`config.mk`:
```
export PLATFORM = sky130hd
export DESIGN_NAME = regfile_wb_seq
export DESIGN_NICKNAME = d
export VERILOG_FILES = /design/src/rtl/regfile_wb_seq.sv
export SDC_FILE = /design/constraint.sdc
export NUM_CORES = 1
export LEC_CHECK = 0
export BUFFER_PORTS_ARGS = -buffer_cell sky130_fd_sc_hd__buf_4
export CELL_PAD_IN_SITES_DETAIL_PLACEMENT = 0
export CELL_PAD_IN_SITES_GLOBAL_PLACEMENT = 1
export CORE_UTILIZATION = 35
export CTS_CLUSTER_DIAMETER = 50
export CTS_CLUSTER_SIZE = 14
export DETAILED_ROUTE_END_ITERATION = 10
export PLACE_DENSITY_LB_ADDON = 0.1
export SLEW_MARGIN = 20
export SYNTH_ARGS = -nofsm -noshare
export SYNTH_HDL_FRONTEND = slang
export SYNTH_SLANG_ARGS = --single-unit
```
`constraint.sdc`:
```
create_clock -name clk -period 1.6 [get_ports clk]
set_input_delay 0.32 -clock clk [delete_from_list [all_inputs] [get_ports clk]]
set_output_delay 0.32 -clock clk [all_outputs]
set_load 0.05 [all_outputs]
```
`src/rtl/regfile_wb_seq.sv`:
```
// rtl/regfile_wb_seq.sv - two-cycle 16-bit writeback sequencer with size/extension formatting

package typedefs;
    typedef enum logic [1:0] {
        SIZE_W   = 2'd0,
        SIZE_H   = 2'd1,
        SIZE_B   = 2'd2,
        SIZE_BIT = 2'd3
    } cs_size;

    typedef enum logic {
        EXT_Z = 1'b0,
        EXT_S = 1'b1
    } cs_ext;
endpackage

module regfile_wb_seq
    import typedefs::*;
(
    input  logic        clk,
    input  logic        rst_n,
    input  logic        in_valid_i,
    output logic        in_ready_o,
    input  logic [4:0]  in_rd_i,
    input  logic [31:0] in_data_i,
    input  cs_size      in_size_i,
    input  cs_ext       in_ext_i,
    input  logic [1:0]  in_off_i,
    output logic        wr_o,
    output logic [4:0]  wr_rd_o,
    output logic        wr_h_sel_o,
    output logic [15:0] wr_data_o,
    output logic        busy_o,
    output logic [4:0]  busy_rd_o
);

    typedef enum logic [1:0] {
        ST_IDLE = 2'd0,
        ST_LOW  = 2'd1,
        ST_HIGH = 2'd2
    } state_t;

    state_t      state_q;
    state_t      state_d;
    logic [4:0]  rd_q;
    logic [15:0] lo_q;
    logic [15:0] hi_q;
    logic        xfer;

    logic [7:0]  byte_sel;
    logic [15:0] half_sel;
    logic        sign_b;
    logic        sign_h;
    logic [15:0] fmt_lo;
    logic [15:0] fmt_hi;

    // Ready only depends on state so upstream never sees a loop through in_valid_i.
    assign in_ready_o = (state_q == ST_IDLE) || (state_q == ST_HIGH);
    assign xfer       = in_valid_i && in_ready_o;

    // Slice and extend the incoming word into the two halves the register file will see.
    always_comb begin
        byte_sel = 8'h00;
        half_sel = 16'h0000;
        fmt_lo   = 16'h0000;
        fmt_hi   = 16'h0000;
        case (in_off_i)
            2'd0:    byte_sel = in_data_i[7:0];
            2'd1:    byte_sel = in_data_i[15:8];
            2'd2:    byte_sel = in_data_i[23:16];
            default: byte_sel = in_data_i[31:24];
        endcase
        half_sel = in_off_i[1] ? in_data_i[31:16] : in_data_i[15:0];
        sign_b   = (in_ext_i == EXT_S) && byte_sel[7];
        sign_h   = (in_ext_i == EXT_S) && half_sel[15];
        case (in_size_i)
            SIZE_H: begin
                fmt_lo = half_sel;
                fmt_hi = {16{sign_h}};
            end
            SIZE_B: begin
                fmt_lo = {{8{sign_b}}, byte_sel};
                fmt_hi = {16{sign_b}};
            end
            SIZE_BIT: begin
                fmt_lo = {15'b0, in_data_i[0]};
                fmt_hi = 16'h0000;
            end
            default: begin
                // Word, and any unknown size encoding, passes straight through.
                fmt_lo = in_data_i[15:0];
                fmt_hi = in_data_i[31:16];
            end
        endcase
    end

    // State register; reset aborts any in-flight write immediately.
    always_ff @(posedge clk or negedge rst_n) begin
        if (!rst_n) begin
            state_q <= ST_IDLE;
        end else begin
            state_q <= state_d;
        end
    end

    // Next-state: LOW always hands off to HIGH, HIGH can chain straight into a new LOW.
    always_comb begin
        state_d = state_q;
        case (state_q)
            ST_IDLE: state_d = xfer ? ST_LOW : ST_IDLE;
            ST_LOW:  state_d = ST_HIGH;
            ST_HIGH: state_d = xfer ? ST_LOW : ST_IDLE;
            default: state_d = ST_IDLE;
        endcase
    end

    // Capture the formatted halves and rd on a transfer; HIGH keeps its value until its edge ends.
    always_ff @(posedge clk or negedge rst_n) begin
        if (!rst_n) begin
            rd_q <= 5'd0;
            lo_q <= 16'h0000;
            hi_q <= 16'h0000;
        end else if (xfer) begin
            rd_q <= in_rd_i;
            lo_q <= fmt_lo;
            hi_q <= fmt_hi;
        end
    end

    // Write-port and hazard outputs are pure decodes of registered state.
    always_comb begin
        wr_o       = 1'b0;
        wr_rd_o    = 5'd0;
        wr_h_sel_o = 1'b0;
        wr_data_o  = 16'h0000;
        busy_o     = 1'b0;
        busy_rd_o  = 5'd0;
        case (state_q)
            ST_LOW: begin
                wr_o      = (rd_q != 5'd0);
                wr_rd_o   = rd_q;
                wr_data_o = lo_q;
                busy_o    = 1'b1;
                busy_rd_o = rd_q;
            end
            ST_HIGH: begin
                wr_o       = (rd_q != 5'd0);
                wr_rd_o    = rd_q;
                wr_h_sel_o = 1'b1;
                wr_data_o  = hi_q;
                busy_o     = 1'b1;
                busy_rd_o  = rd_q;
            end
            default: begin
                wr_o = 1'b0;
            end
        endcase
    end

endmodule

```
==> results.py <==
metrics = {
    "drt": {
        "wl_per_cell_um": 17.5,
        "drtAntennaViolNets": 0,
        "drt_iter0_markers": 155,
        "drcViolationCount": 0,
        "avgViaCountPerCell": 5.33,
        "totalWireLength_um": 8530,
        "first_pass_iters": 4,
        "vias": 2597,
    },
    "setup_path": {
        "critPathRequiredTime_ns": 1.28,
        "cp_data_arrival_time_ns": 1.63,
        "critPathKind": "flip-flop to output port",
        "end_kind": "output port",
        "worstSetupStartpointType": "flip-flop",
        "crit_fanout": 6,
    },
    "worst_hold_path": {
        "hp-class": "input port to asynchronous set/reset pin",
    },
    "power": {
        "power_density_mw_per_mm2": 2150,
        "leakagePower_nw": 1.89,
        "ir_worst_vdd_uv": 872,
        "total_power_mw": 9.56,
    },
    "synth": {
        "avgSynthCellArea_sq_um": 8.84,
        "synth_area_sq_mm": 0.00258,
        "synth_top_family_by_area": "compound AO/OA/AOI/OAI gates",
        "synth_nets": 342,
        "synth_warnings": 0,
        "synth-seq-area-share_pct": 37.8,
        "synth_compound_area_share_pct": 23.7,
        "muxShareOfSynthArea_pct": 10.9,
        "synth-seq-cells": 39,
        "yosys.area_share.adder_pct": 2.42,
        "synthXorXnorAreaFrac_pct": 0,
        "synthSimpleGateAreaFrac_pct": 18.7,
        "synth_cells": 292,
        "yosysUniqueCellTypes": 30,
    },
    "placed_design": {
        "gp_congestion": 0.841,
        "io_buffers": 74,
        "dpl_cell_area_sq_mm": 0.00363,
        "dp_slack_ns": -0.138,
        "placedCellCount": 460,
        "dp_hpwl_um": 5660,
    },
    "clock_tree": {
        "cts_tree": "yes",
        "cts_sinks": 39,
        "cts_buffers": 5,
        "root_buffer": "clkbuf_8",
        "clk_path_buf_depth": 2,
        "cts.reportedPaths.clkPinSlew_ns": 0.08,
        "worstSkewPairLatency_ns": 0.30,
        "cts_htree_levels": 2,
        "holdBufCountCts": 0,
    },
    "status": {
        "violations": "hold timing, setup timing",
        "status": "finished with violations",
    },
    "floorplanning": {
        "die_area_sq_mm": 0.00772,
        "start_util_pct": 37.2,
        "coreArea_sq_mm": 0.00694,
        "die_h_um": 87.9,
        "die_w_um": 87.9,
        "rows": 30,
        "io_pins": 75,
    },
    "timing": {
        "fin_ws_ns": -0.346,
        "setup_viol_count_final": 61,
        "fin_crit_sh_pct": 122,
        "hold_viol": 19,
        "rsz0062_at_grt": "true",
        "slew_viol_final": 0,
        "period_minus_slack_ns": 1.95,
        "slew_headroom_pct": 65.7,
        "holdWs_ns": -0.0103,
        "tns_ns": -12.38,
        "finClkSkew_ns": 0.00597,
        "worstMarginPinSlew_ns": 0.515,
        "fmax_ghz": 0.514,
    },
    "grt": {
        "overflow": 0,
        "grt.total_usage_pct": 23.9,
        "grt_pass1_wl_um": 13600,
        "grt_antenna_before_repair": 0,
        "grt_max_degree": 40,
        "first_global_vias": 2639,
    },
    "run": {
        "drv_cap": 0,
    },
    "cells_and_area": {
        "diodes": 0,
        "final-instance-count-excl-fill": 487,
        "nets": 440,
        "drive_above_1_share_pct": 59.6,
        "post-route-util_pct": 64.0,
        "area_growth_pct": 72.2,
        "final_cell_area_sq_mm": 0.00444,
    },
}
worst max-delay path, cell delays in order, from the launching register on:
cell and delay [ns]:
dfrtp_1 0.40, buf_6 0.13, ha_4 0.19, buf_12 0.15
a22oi_2 0.24, nor2b_4 0.07, buf_8 0.15
cells by family (layout without fill, tap and decap cells):
logic type / count (synthesis) / after routing
AO/OA/AOI/OAI: 100 / 100
AND/OR/NAND/NOR: 97 / 97
flip-flops: 39 / 39
buffers and inverters: 34 / 133
multiplexers: 17 / 17
adder cells (fa/ha/maj): 5 / 5
synthesized netlist by cell type:
cell type  count  share of area (%)
mux4_1         6                6.1
o211ai_1       8                2.3
and2_1         6                1.5
and3b_4        1               0.48
mux2i_1        9                3.5
a21oi_1       48                9.3
nor2_1        26                3.8
or4_1          1               0.29
nor3b_1        2               0.58
a211oi_1       1               0.29
o32ai_1        1               0.34
o21ai_0       15                2.9
buf_6          2               0.87
o22a_1         7                2.4
ha_1           5                2.4
inv_1          2               0.29
o21a_1         2               0.58
buf_4          5                1.5
mux4_2         1               0.87
a22oi_1       16                4.7
buf_1          3               0.44
clkbuf_1      17                2.5
o21ai_4        1               0.63
buf_2          5               0.97
nor2b_1       31                7.5
or2_2          2               0.48
dfrtp_1       39                 38
nand2_1       28                4.1
mux2_2         1               0.44
o31ai_1        1               0.29
registers in the layout, indices dropped and copies added (netlist names):
register and flops:
rd_q 5, lo_q 16, hi_q 16, state_q 2
report_power, final:
part           internal (mW)  total, mW  switching [mW]
logic                   3.42       7.01            3.59
clock network          0.299      0.667           0.369
registers               1.48       1.88           0.400
worst paths after layout:
check	startpoint	end	slack (ns)	cells past startpoint
worst max-delay path	state_q[1]	wr_data_o[11]	-0.35	6
worst min-delay path	rst_n	lo_q[2]	-0.01	1
worst max register to register	state_q[1]	lo_q[13]	-0.16	9
worst min register to register	rd_q[4]	rd_q[4]	0.51	2
max in group asynchronous	rst_n	lo_q[9]	1.25	1
min in group clk	in_rd_i[1]	rd_q[1]	0.20	3
area by class of cell:
cell class	count	area (sq um)
Timing Repair Buffer	123	1300
Clock buffer	5	68.8
Fill cell	601	2500
Tap cell	96	120
Sequential cell	39	976
Multi-Input combinational cell	219	1950
Clock inverter	3	15.0
Inverter	2	10.0
placed cells by master (no fill, tap or decap), types with 3 or more instances in the layout:
master,count
buf_8,17
o211ai_1,8
buf_12,11
buf_6,19
buf_4,74
nor2_1,25
nand2_1,14
a22oi_2,15
a21oi_4,5
mux2i_1,9
nor2b_4,14
and2_4,5
clkinv_2,3
a21oi_1,11
dfrtp_1,39
nor2b_1,15
o21ai_1,3
nand2_4,6
a21oi_2,32
ha_4,3
mux4_1,6
o22a_1,7
clkbuf_8,5
nand2_2,7
o21ai_0,12
what timing repair did:
action | in CTS | in global routing
gates cloned | 6 | 0
pin swaps | 31 | 31
resized for setup | 75 | 59
endpoints found under the setup margin | 42 | 66
setup buffers | 14 | 4
per-layer routing:
metal / part of all wire [%] / wire length (um) / GRT usage (%) / vias up
met5: 0 / 0 / 0 / -
met1: 45 / 3850 / 31.9 / 1292
met4: 0.95 / 81 / 5.96 / 0
met2: 51 / 4330 / 41.4 / 64
met3: 3.1 / 263 / 2.45 / 8
li1: - / - / - / 1233
Power figures use the tool's default switching activity.
